### src/rtl/clk_div_ctrl_if.sv
// Control/status bundle for clk_div_ctrl: run request, divider load handshake
// and the divided-clock outputs.
interface clk_div_ctrl_if #(
  parameter int unsigned WIDTH = 8
);
  logic             en;
  logic [WIDTH-1:0] div_val;
  logic             div_load;
  logic             div_ready;
  logic             out_clk;
  logic             tick;
  logic             busy;

  modport master (
    output en, div_val, div_load,
    input  div_ready, out_clk, tick, busy
  );

  modport slave (
    input  en, div_val, div_load,
    output div_ready, out_clk, tick, busy
  );
endinterface

### src/rtl/clk_div_ctrl.sv
// Programmable 50% duty clock divider. A new half-period loaded while running
// is held back and applied only at a falling edge of out_clk (glitch-free).
module clk_div_ctrl #(
  parameter int unsigned WIDTH = 8
) (
  input  logic            clk,
  input  logic            rst,
  clk_div_ctrl_if.slave   ctrl
);

  typedef enum logic [1:0] {
    S_IDLE = 2'd0,
    S_RUN  = 2'd1,
    S_PEND = 2'd2
  } state_t;

  state_t           r_state;
  logic [WIDTH-1:0] r_hp;
  logic [WIDTH-1:0] r_pend;
  logic [WIDTH-1:0] r_cnt;
  logic             r_out_clk;
  logic             r_tick;

  state_t           w_state_nxt;
  logic [WIDTH-1:0] w_hp_nxt;
  logic [WIDTH-1:0] w_pend_nxt;
  logic [WIDTH-1:0] w_cnt_nxt;
  logic             w_out_nxt;
  logic             w_tick_nxt;
  logic             w_ready;
  logic             w_load;
  logic [WIDTH-1:0] w_load_val;
  logic [WIDTH-1:0] w_idle_hp;
  logic             w_term;
  logic             w_fall;
  logic             w_rise;

  assign w_ready = (r_state != S_PEND);

  // State and datapath registers
  always_ff @(posedge clk or negedge rst) begin
    if (!rst) begin
      r_state   <= S_IDLE;
      r_hp      <= WIDTH'(1);
      r_pend    <= WIDTH'(1);
      r_cnt     <= '0;
      r_out_clk <= 1'b0;
      r_tick    <= 1'b0;
    end else begin
      r_state   <= w_state_nxt;
      r_hp      <= w_hp_nxt;
      r_pend    <= w_pend_nxt;
      r_cnt     <= w_cnt_nxt;
      r_out_clk <= w_out_nxt;
      r_tick    <= w_tick_nxt;
    end
  end

  // Next-state and datapath decode
  always_comb begin
    w_state_nxt = r_state;
    w_hp_nxt    = r_hp;
    w_pend_nxt  = r_pend;
    w_cnt_nxt   = r_cnt;
    w_out_nxt   = r_out_clk;
    w_tick_nxt  = 1'b0;

    w_load_val = (ctrl.div_val == '0) ? WIDTH'(1) : ctrl.div_val;
    w_load     = ctrl.div_load && w_ready;
    w_term     = (r_cnt == (r_hp - WIDTH'(1)));
    w_fall     = w_term && r_out_clk;
    w_rise     = w_term && !r_out_clk;
    // hp to adopt when stopping: a held-back load wins over the active value
    w_idle_hp  = (r_state == S_PEND) ? r_pend : (w_load ? w_load_val : r_hp);

    case (r_state)
      S_IDLE: begin
        w_cnt_nxt = '0;
        w_out_nxt = 1'b0;
        if (w_load) w_hp_nxt = w_load_val;
        if (ctrl.en) w_state_nxt = S_RUN;
      end
      default: begin
        if (!ctrl.en && (!r_out_clk || w_fall)) begin
          w_state_nxt = S_IDLE;
          w_cnt_nxt   = '0;
          w_out_nxt   = 1'b0;
          w_hp_nxt    = w_idle_hp;
        end else begin
          w_cnt_nxt  = w_term ? '0 : (r_cnt + WIDTH'(1));
          w_out_nxt  = w_term ? !r_out_clk : r_out_clk;
          w_tick_nxt = w_rise;
          if ((r_state == S_PEND) && w_fall) begin
            w_hp_nxt    = r_pend;
            w_state_nxt = S_RUN;
          end else if ((r_state == S_RUN) && w_load) begin
            w_pend_nxt  = w_load_val;
            w_state_nxt = S_PEND;
          end
        end
      end
    endcase
  end

  assign ctrl.div_ready = w_ready;
  assign ctrl.busy      = (r_state != S_IDLE);
  assign ctrl.out_clk   = r_out_clk;
  assign ctrl.tick      = r_tick;

endmodule

### src/flat_wrapper.sv
// flat-port wrapper written by rule: the top's interface ports become plain ports
module clk_div_ctrl_flat 
#(
  parameter int unsigned WIDTH = 8
)
  (clk, rst, ctrl_en, ctrl_div_val, ctrl_div_load, ctrl_div_ready, ctrl_out_clk, ctrl_tick, ctrl_busy);
  clk_div_ctrl_if #(.WIDTH(WIDTH)) ctrl_i ();
  input  logic clk;
  input  logic rst;
  input wire logic [$bits(ctrl_i.en)-1:0] ctrl_en;
  input wire logic [$bits(ctrl_i.div_val)-1:0] ctrl_div_val;
  input wire logic [$bits(ctrl_i.div_load)-1:0] ctrl_div_load;
  output wire logic [$bits(ctrl_i.div_ready)-1:0] ctrl_div_ready;
  output wire logic [$bits(ctrl_i.out_clk)-1:0] ctrl_out_clk;
  output wire logic [$bits(ctrl_i.tick)-1:0] ctrl_tick;
  output wire logic [$bits(ctrl_i.busy)-1:0] ctrl_busy;
  assign ctrl_i.en = ctrl_en;
  assign ctrl_i.div_val = ctrl_div_val;
  assign ctrl_i.div_load = ctrl_div_load;
  assign ctrl_div_ready = ctrl_i.div_ready;
  assign ctrl_out_clk = ctrl_i.out_clk;
  assign ctrl_tick = ctrl_i.tick;
  assign ctrl_busy = ctrl_i.busy;
  clk_div_ctrl #(.WIDTH(WIDTH)) u_core (.clk(clk), .rst(rst), .ctrl(ctrl_i));
endmodule
### config.mk
export PLATFORM = sky130hd
export DESIGN_NAME = clk_div_ctrl_flat
export DESIGN_NICKNAME = d
export VERILOG_FILES = /design/src/rtl/clk_div_ctrl_if.sv /design/src/rtl/clk_div_ctrl.sv /design/src/flat_wrapper.sv
export SDC_FILE = /design/constraint.sdc
export NUM_CORES = 1
export LEC_CHECK = 0
export CORE_ASPECT_RATIO = 1.5
export CORE_MARGIN = 8
export CORE_UTILIZATION = 48
export DETAILED_ROUTE_END_ITERATION = 10
export PLACE_DENSITY = 0.69
export SETUP_SLACK_MARGIN = 0.05
export SLEW_MARGIN = 20
export SYNTH_ARGS = -nofsm -noshare
export SYNTH_HDL_FRONTEND = slang
export SYNTH_SLANG_ARGS = --single-unit
### constraint.sdc
create_clock -name clk -period 2.7 [get_ports clk]
set_clock_uncertainty 0.15 [all_clocks]
set_input_delay 0.27 -clock clk [delete_from_list [all_inputs] [get_ports clk]]
set_output_delay 0.27 -clock clk [all_outputs]
set_load 0.03 [all_outputs]
# --- After elaboration in Yosys (flattened, before gate mapping) ---
# Index checks and enable logic that the tools add are counted.
totals:
  wordCells: 52
  reg_bits: 28
  output_inout_bits: 4
  in_bits: 12
classes:
  n_reduce_logical: 17
  n_bitwise: 3
  muxes: 19
  n_eq_ne: 5
  addsub: 2
ops:
  columns: ["op", "count"]
  rows:
  - ["$mux 8", 9]
  - ["$mux 2", 5]
  - ["$add 8x1->8 const B", 1]
  - ["$eq 8x8->1", 1]
  - ["$logic_not 8->1", 1]
  - ["$sub 8x1->8 const B", 1]
  - ["$logic_and 1x1->1", 6]
  - ["$reduce_bool 3->1", 2]
  - ["$mux 1", 5]
  - ["$ne 2x2->1 const B", 2]
  - ["$reduce_and 4->1", 1]
  - ["$reduce_bool 4->1", 1]
  - ["$not 1->1", 3]
  - ["$eq 2x1->1 const B", 1]
  - ["$eq 2x2->1 const B", 1]
  - ["$logic_not 1->1", 2]
  - ["$logic_not 2->1", 1]
  - ["$reduce_and 2->1", 1]
  - ["$reduce_bool 2->1", 1]
  - ["$logic_or 1x1->1", 1]

# --- Logic depth before layout (Yosys ltp) ---
# Gate-level depths: netlist (run 1).
depth:
  depth_word: 7
  mapped_depth: 10
  ltp_nobuf: 8

# --- Least setup slack after synthesis (run 1) ---
# OpenSTA, ideal clock, no wires.
synth_timing:
  kind: "reg2reg"
  startpoint: "register u_core.r_hp[1]"
  endpoint: "register u_core.r_hp[1]"
  setup_ns: 0.127
  t_required_ns: 2.423
  synth_period_minus_slack_ns: 2.514
  arrival_ns: 2.237
  path_buffers: 0
  path_stages_with_launch: 9
  slack_ns: 0.186
  path_cell_list: "dfrtp_1 -> inv_1 -> ha_1 -> nand2b_2 -> or4b_1 -> a211oi_2 -> nand3_2 -> mux2i_2 -> a221o_2"
synth_via:
  elab_chain_cells: 7
  elab_cells_between_ends: 11
  classes_between: "add/sub: 1; eq/ne: 1; mux: 4; reduce/logical: 5"
synth_rtl:
  columns: ["element", "line", "source"]
  rows:
  - ["start: declaration", "clk_div_ctrl.sv:18", "logic [WIDTH-1:0] r_hp;"]
  - ["start signal: assignment", "clk_div_ctrl.sv:51", "r_hp <= w_hp_nxt;"]
  - ["$sub 8x1->8", "clk_div_ctrl.sv:70", "w_term = (r_cnt == (r_hp - WIDTH'(1)));"]
  - ["$eq 8x8->1", "clk_div_ctrl.sv:70", null]
  - ["$logic_and 1x1->1", "clk_div_ctrl.sv:71", "w_fall = w_term && r_out_clk;"]
  - ["$logic_or 1x1->1", "clk_div_ctrl.sv:84", "if (!ctrl.en && (!r_out_clk || w_fall)) begin"]
  - ["$logic_and 1x1->1", "clk_div_ctrl.sv:84", null]
  - ["$mux 8", "clk_div_ctrl.sv:84", null]
  - ["$mux 8", "clk_div_ctrl.sv:76", "case (r_state)"]
# Several ways; a longest one is shown, not always the timed one.
# A chain may end at the register's enable or synchronous reset.

# --- Final worst setup path (run 1) ---
# Ends and elaborated chain as after synthesis.

==> impl_metrics.env, run 1 <==
export IMPL_gp_congestion=0.848
export IMPL_clk_pin_slew_ns=0.10
export IMPL_track_usage=0.131
export IMPL_cts_htree_levels=1
export IMPL_multi_input_area_um2=911
export IMPL_avgSynthCellArea_um2=9.98
export IMPL_timing_final_crit_share=0.974
export IMPL_met2_length_um=1980
export IMPL_antenna_left=0
export IMPL_total_leakage_power_nw=0.823
export IMPL_cap_violations=0
export IMPL_finalCriticalPeriod_ns=2.63
export IMPL_synth_warnings=0
export IMPL_slew_headroom=0.608
export IMPL_setup_slack_ns=0.0701
export IMPL_avgRoutedWirePerCell_um=15.6
export IMPL_top_layer_used="met4"
export IMPL_io_pin_count=16
export IMPL_rsz0062_at_grt="yes"
export IMPL_first_iter_violations=44
export IMPL_overflow=0
export IMPL_design_area_um2=1990
export IMPL_rr_startpoint="u_core.r_hp[1]"
export IMPL_fp_dieArea_um2=5520
export IMPL_syn_inst=162
export IMPL_setup_viol=0
export IMPL_drive_gt1_frac=0.270
export IMPL_worst_path_max_fanout=8
export IMPL_hpwl_um=2640
export IMPL_placed_cell_area_um2=1840
export IMPL_wl_met1_um=1420
export IMPL_num_rows=26
export IMPL_grt_max_degree=29
export IMPL_core_area_um2=3320
export IMPL_critPathLaunch="u_core.r_hp[1]"
export IMPL_synth_edf_count=0
export IMPL_wl_met3_um=55
export IMPL_slew_violations=0
export IMPL_initial_core_util=0.487
export IMPL_crit_path_start_kind="register"
export IMPL_crit_type="register to register"
export IMPL_cts_buffers=3
export IMPL_ys_ff_latch=28
export IMPL_hp_class="input port to async pin"
export IMPL_die_x_um=63.4
export IMPL_via_per_inst=5.70
export IMPL_fin_nets=200
export IMPL_chipHeight_um=87.1
export IMPL_yosysTopAreaCell="dfrtp_1"
export IMPL_cts_hold_fix_buffers=0
export IMPL_cts_num_sinks=28
export IMPL_outcome="finished, final reports clean"
export IMPL_post_route_drc_count=0
export IMPL_synth_cell_type_count=43
export IMPL_wl_um=3550
export IMPL_hold_viol=0
export IMPL_fin_tns_setup_ns=0
export IMPL_ys_async_sr_fraction=1.00
export IMPL_netlist_area_leader_share=0.402
export IMPL_diodes=0
export IMPL_vias=1293
export IMPL_ys_top_cells_by_area="dfrtp_1, a221o_2, mux2_2, nor2_1, xor2_1"
export IMPL_yosysSeqAreaShare=0.435
export IMPL_syn_num_nets=176
export IMPL_n_fill_cell=293
export IMPL_grt_pass1_vias=1369
export IMPL_p_per_area_nw_per_um2=637
export IMPL_tightest_slew_ns=0.587
export IMPL_synth_area_um2=1620
export IMPL_crit_arrival_ns=2.64
export IMPL_clock_path_buffers=2
export IMPL_tritoncts="yes"
export IMPL_ff_latch_area_um2=703
export IMPL_synth_ff_type="dfrtp_1"
export IMPL_dp_slack_ns=0.0291
export IMPL_cts_root_buf="clkbuf_8"
export IMPL_peakVddDrop_mv=0.365
export IMPL_firstDrtPassIters=4
export IMPL_whs_ns=0.211
export IMPL_clk_latency_ns=0.27
export IMPL_required_ns=2.71
export IMPL_crit_path_end_kind="register"
export IMPL_io_buffers=15
export IMPL_grt_pass1_wl_um=5950
export IMPL_fmax_mhz=380
export IMPL_antenna_found_initial=0
export IMPL_syn2layout_area_growth_pct=22.8
-- layout by cell type, fill, tap and decap left out, types with 2 or more instances in the layout --
cell	Yosys	final
a21oi_1	6	6
a221o_2	9	9
and3_1	3	3
buf_4	2	9
clkbuf_8	0	3
clkdlybuf4s50_1	0	15
dfrtp_1	26	26
dfstp_2	2	2
inv_1	8	6
inv_2	0	2
mux2_2	8	8
nand2_1	15	15
nand3_1	5	5
nand4_1	4	4
nor2_1	21	20
nor2b_1	3	3
nor3_1	2	2
nor4_1	2	2
o21ai_0	2	2
or2_2	2	2
xnor2_1	6	6
xor2_1	9	9
-- state kept, by name (all words and copies together), names as in the netlist --
signal / cells
u_core.r_pend: 8
u_core.r_hp: 8
u_core.r_cnt: 8
u_core.ctrl.tick: 1
u_core.r_state: 2
u_core.ctrl.out_clk: 1
-- stage by stage --
step | std cells | total power [mW] | utilization
5_1_grt | 227 | 1.33 | 0.598
3_3_place_gp | 220 | 0.871 | 0.554
2_1_floorplan | 162 | 0.783 | -
6_report | 227 | 1.27 | 0.598
4_1_cts | 224 | 1.22 | 0.575
3_5_place_dp | 220 | 0.892 | 0.554
-- report_power, final --
part           switching [mW]  leakage [nW]  internal [mW]
registers              0.0605         0.358          0.496
logic                   0.184         0.429          0.195
clock network           0.132        0.0357          0.199
-- logic make-up after synthesis --
| kind of cell | count (synthesis) | synth area share |
|---|---|---|
| multiplexers | 10 | 0.0704 |
| XOR/XNOR | 15 | 0.0813 |
| flip-flops | 28 | 0.435 |
| AO/OA/AOI/OAI | 27 | 0.150 |
| adder cells (fa/ha/maj) | 2 | 0.0155 |
| AND/OR/NAND/NOR | 67 | 0.212 |
| buffers and inverters | 13 | 0.0356 |
-- area by class of cell --
type	instances	area share
clock buffers	3	0.0208
clock inverters	1	0.0151
inverters	8	0.0151
multi-input cells	121	0.459
flip-flops and latches	28	0.354
well taps	42	0.0265
repair buffers	24	0.110
-- layer usage --
metal / up-vias / global-route usage
met3: 10 / 0.0168
met5: - / 0
met1: 641 / 0.139
met2: 16 / 0.247
met4: 0 / 0.0631
li1: 626 / -
-- synthesized netlist by cell type, drive strengths merged, types with 4 or more instances --
master / instances
xor2: 9
dfrtp: 26
nand3: 6
a221o: 9
a21oi: 6
inv: 8
nand4: 4
mux2: 8
nor2: 21
xnor2: 6
nand2: 15
-- what timing repair did --
| item | 4_1_cts | 5_1_grt |
|---|---|---|
| cloned | 0 | 0 |
| pin swaps | 1 | 4 |
| gates resized for setup | 0 | 11 |
| endpoints found under the setup margin | 8 | 25 |
| buffers inserted | 0 | 3 |
-- path summary, 6_finish.rpt --
kind                                     to  slack [ns]  depth (start not counted)
setup / recovery             u_core.r_hp[1]        0.07                          8
hold / removal              u_core.r_cnt[7]        0.21                          2
setup reg to reg             u_core.r_hp[1]        0.07                          8
hold reg to reg            u_core.r_pend[2]        0.36                          1
max in group asynchronous    u_core.r_hp[0]        1.89                          2
min in group clk           u_core.r_pend[2]        0.36                          1
-- critical path, stage by stage, from the launching register on --
cell      delay, ns
dfrtp_1        0.42
inv_2          0.08
ha_4           0.15
nand2b_2       0.08
or4b_4         0.51
a211oi_4       0.32
nand3_2        0.15
mux2i_4        0.25
a221o_2        0.41
No activity file was read; power rests on OpenSTA's default activity.
==> run 2, diff against run 1 <==
--- a/config.mk
+++ b/config.mk
@@ -5,11 +5,12 @@
 export SDC_FILE = /design/constraint.sdc
 export NUM_CORES = 1
 export LEC_CHECK = 0
-export CORE_ASPECT_RATIO = 1.5
 export CORE_MARGIN = 8
 export CORE_UTILIZATION = 48
+export CTS_CLUSTER_SIZE = 16
 export DETAILED_ROUTE_END_ITERATION = 10
 export PLACE_DENSITY = 0.69
+export RECOVER_POWER = 25
 export SETUP_SLACK_MARGIN = 0.05
 export SLEW_MARGIN = 20
 export SYNTH_ARGS = -nofsm -noshare
==> run 2 against run 1 <==
Against the previous run:
- clock power shrank 49%
- flip-flop and latch count stayed put
- first-iteration DRC count increased by 16%
- clock-buffer cell count is the same
- fmax is 1.2% higher
- critical path type unchanged
- design area decreased by 3.0%
- largest cell class unchanged
==> impl_metrics.env, run 2 (synthesis gave the netlist of run 1 again) <==
export IMPL_worst_path_max_fanout=8
export IMPL_hold_start="u_core.r_pend[6]"
export IMPL_cp_slowest_cell="or4b_4"
export IMPL_critical_path_buf_inv_count=1
export IMPL_antenna_found_initial=0
export IMPL_first_iter_violations=51
export IMPL_cts_num_sinks=28
export IMPL_fin_nets=197
export IMPL_finalCriticalPeriod_ns=2.60
export IMPL_n_fill_cell=295
export IMPL_crit_family="simple AND/OR/NAND/NOR gates"
export IMPL_tritoncts="yes"
export IMPL_hold_viol=0
export IMPL_cts_buffers=3
export IMPL_initial_core_util=0.492
export IMPL_totalPowerFinal_mw=1.08
export IMPL_final_common_cell="dfrtp_1"
export IMPL_crit_type="register to register"
export IMPL_clock_path_buffers=2
export IMPL_required_ns=2.78
export IMPL_wl_um=3210
export IMPL_tightest_slew_ns=1.48
export IMPL_slowest_delay_ns=0.50
export IMPL_reg_top3="u_core.r_cnt: 8 flops, u_core.r_hp: 8 flops, u_core.r_pend: 8 flops"
export IMPL_chipHeight_um=74.0
export IMPL_fp_dieArea_um2=5480
export IMPL_io_buffers=15
export IMPL_mostFrequentLayoutCells="dfrtp_1, nor2_1, nand2_1"
export IMPL_avgRoutedWirePerCell_um=14.1
export IMPL_cts_root_buf="clkbuf_4"
export IMPL_fmax_mhz=385
export IMPL_cap_violations=0
export IMPL_fin_tns_setup_ns=0
export IMPL_post_route_drc_count=0
export IMPL_cts_htree_levels=1
export IMPL_p_per_area_nw_per_um2=560
export IMPL_slew_violations=0
export IMPL_grt_pass1_wl_um=5620
export IMPL_antenna_left=0
export IMPL_crit_path_end_kind="register"
export IMPL_core_area_um2=3280
export IMPL_syn2layout_area_growth_pct=19.2
export IMPL_rsz0062_at_grt="yes"
export IMPL_placed_cell_area_um2=1830
export IMPL_total_leakage_power_nw=0.787
export IMPL_utilization=0.587
export IMPL_crit_arrival_ns=2.68
export IMPL_firstDrtPassIters=4
export IMPL_grt_pass1_vias=1243
export IMPL_critPathLaunch="u_core.r_hp[1]"
export IMPL_die_x_um=74.0
export IMPL_peakVddDrop_mv=0.315
export IMPL_rr_startpoint="u_core.r_hp[1]"
export IMPL_overflow=0
export IMPL_timing_final_crit_share=0.962
export IMPL_vias=1259
export IMPL_design_area_um2=1930
export IMPL_outcome="finished, final reports clean"
export IMPL_track_usage=0.131
export IMPL_gp_congestion=0.826
export IMPL_slew_headroom=0.0109
export IMPL_crit_path_start_kind="register"
export IMPL_path_cells="inv_2 > ha_4 > nand2b_2 > or4b_4 > a211oi_4 > nand3_2 > mux2i_4 > a221o_2"
export IMPL_io_pin_count=16
export IMPL_whs_ns=0.378
export IMPL_drive_gt1_frac=0.265
export IMPL_grt_max_degree=29
export IMPL_num_rows=21
export IMPL_hpwl_um=2500
export IMPL_via_per_inst=5.55
export IMPL_clk_latency_ns=0.32
export IMPL_diodes=0
export IMPL_setup_viol=0
export IMPL_hp_class="register to register"
export IMPL_clk_pin_slew_ns=0.14
==> run 2: cell types whose count changed in the layout (fill, tap and decap cells not counted), sizes merged <==
cell / change
bufinv: -1
clkdlybuf4s50: -1
dlygate4sd3: +1
clkbuf: +1
buf: -4
==> run 2: final cells by class <==
cell class | count | area [um2] | share of cell area
Clock buffer | 3 | 22.5 | 0.0117
Inverter | 8 | 30.0 | 0.0156
Multi-Input combinational cell | 121 | 922 | 0.479
Sequential cell | 28 | 703 | 0.365
Tap cell | 46 | 57.6 | 0.0299
Timing Repair Buffer | 21 | 191 | 0.0994
==> run 2: layer usage <==
metal / vias up / routed length [um] / global-route usage
li1: 619 / - / -
met1: 624 / 1400 / 0.153
met2: 14 / 1690 / 0.226
met3: 2 / 86 / 0.0296
met4: 0 / 26 / 0.0510
met5: - / 0 / 0
==> run 2: through the flow <==
step | setup WS, ns | std cells
floorplan | 0.186 | 162
global placement | 0.134 | 222
detailed placement | 0.0548 | 222
CTS | 0.0568 | 225
global route | -0.00125 | 227
finish | 0.102 | 227
==> run 2: final timing paths <==
kind / endpoint / depth (start not counted) / slack, ns
max in group asynchronous: u_core.r_hp[4] / 2 / 0.89
min in group asynchronous: u_core.r_state[1] / 2 / 0.66
hold reg to reg: u_core.r_pend[6] / 1 / 0.38
setup / recovery: u_core.r_hp[2] / 8 / 0.10
hold / removal: u_core.r_pend[6] / 1 / 0.38
setup reg to reg: u_core.r_hp[2] / 8 / 0.10
==> run 2: repair_timing <==
| action | in CTS | in global routing |
|---|---|---|
| setup buffers | 0 | 2 |
| pin swaps | 1 | 9 |
| hold buffers | 0 | 0 |
| endpoints found under the setup margin | 15 | 27 |
| gates resized for setup | 0 | 14 |
==> run 2: power breakdown <==
group | leakage (nW) | switching, mW | internal (mW)
combinational | 0.415 | 0.165 | 0.184
sequential | 0.358 | 0.0641 | 0.496
clock | 0.0138 | 0.117 | 0.0523
total | 0.787 | 0.346 | 0.732
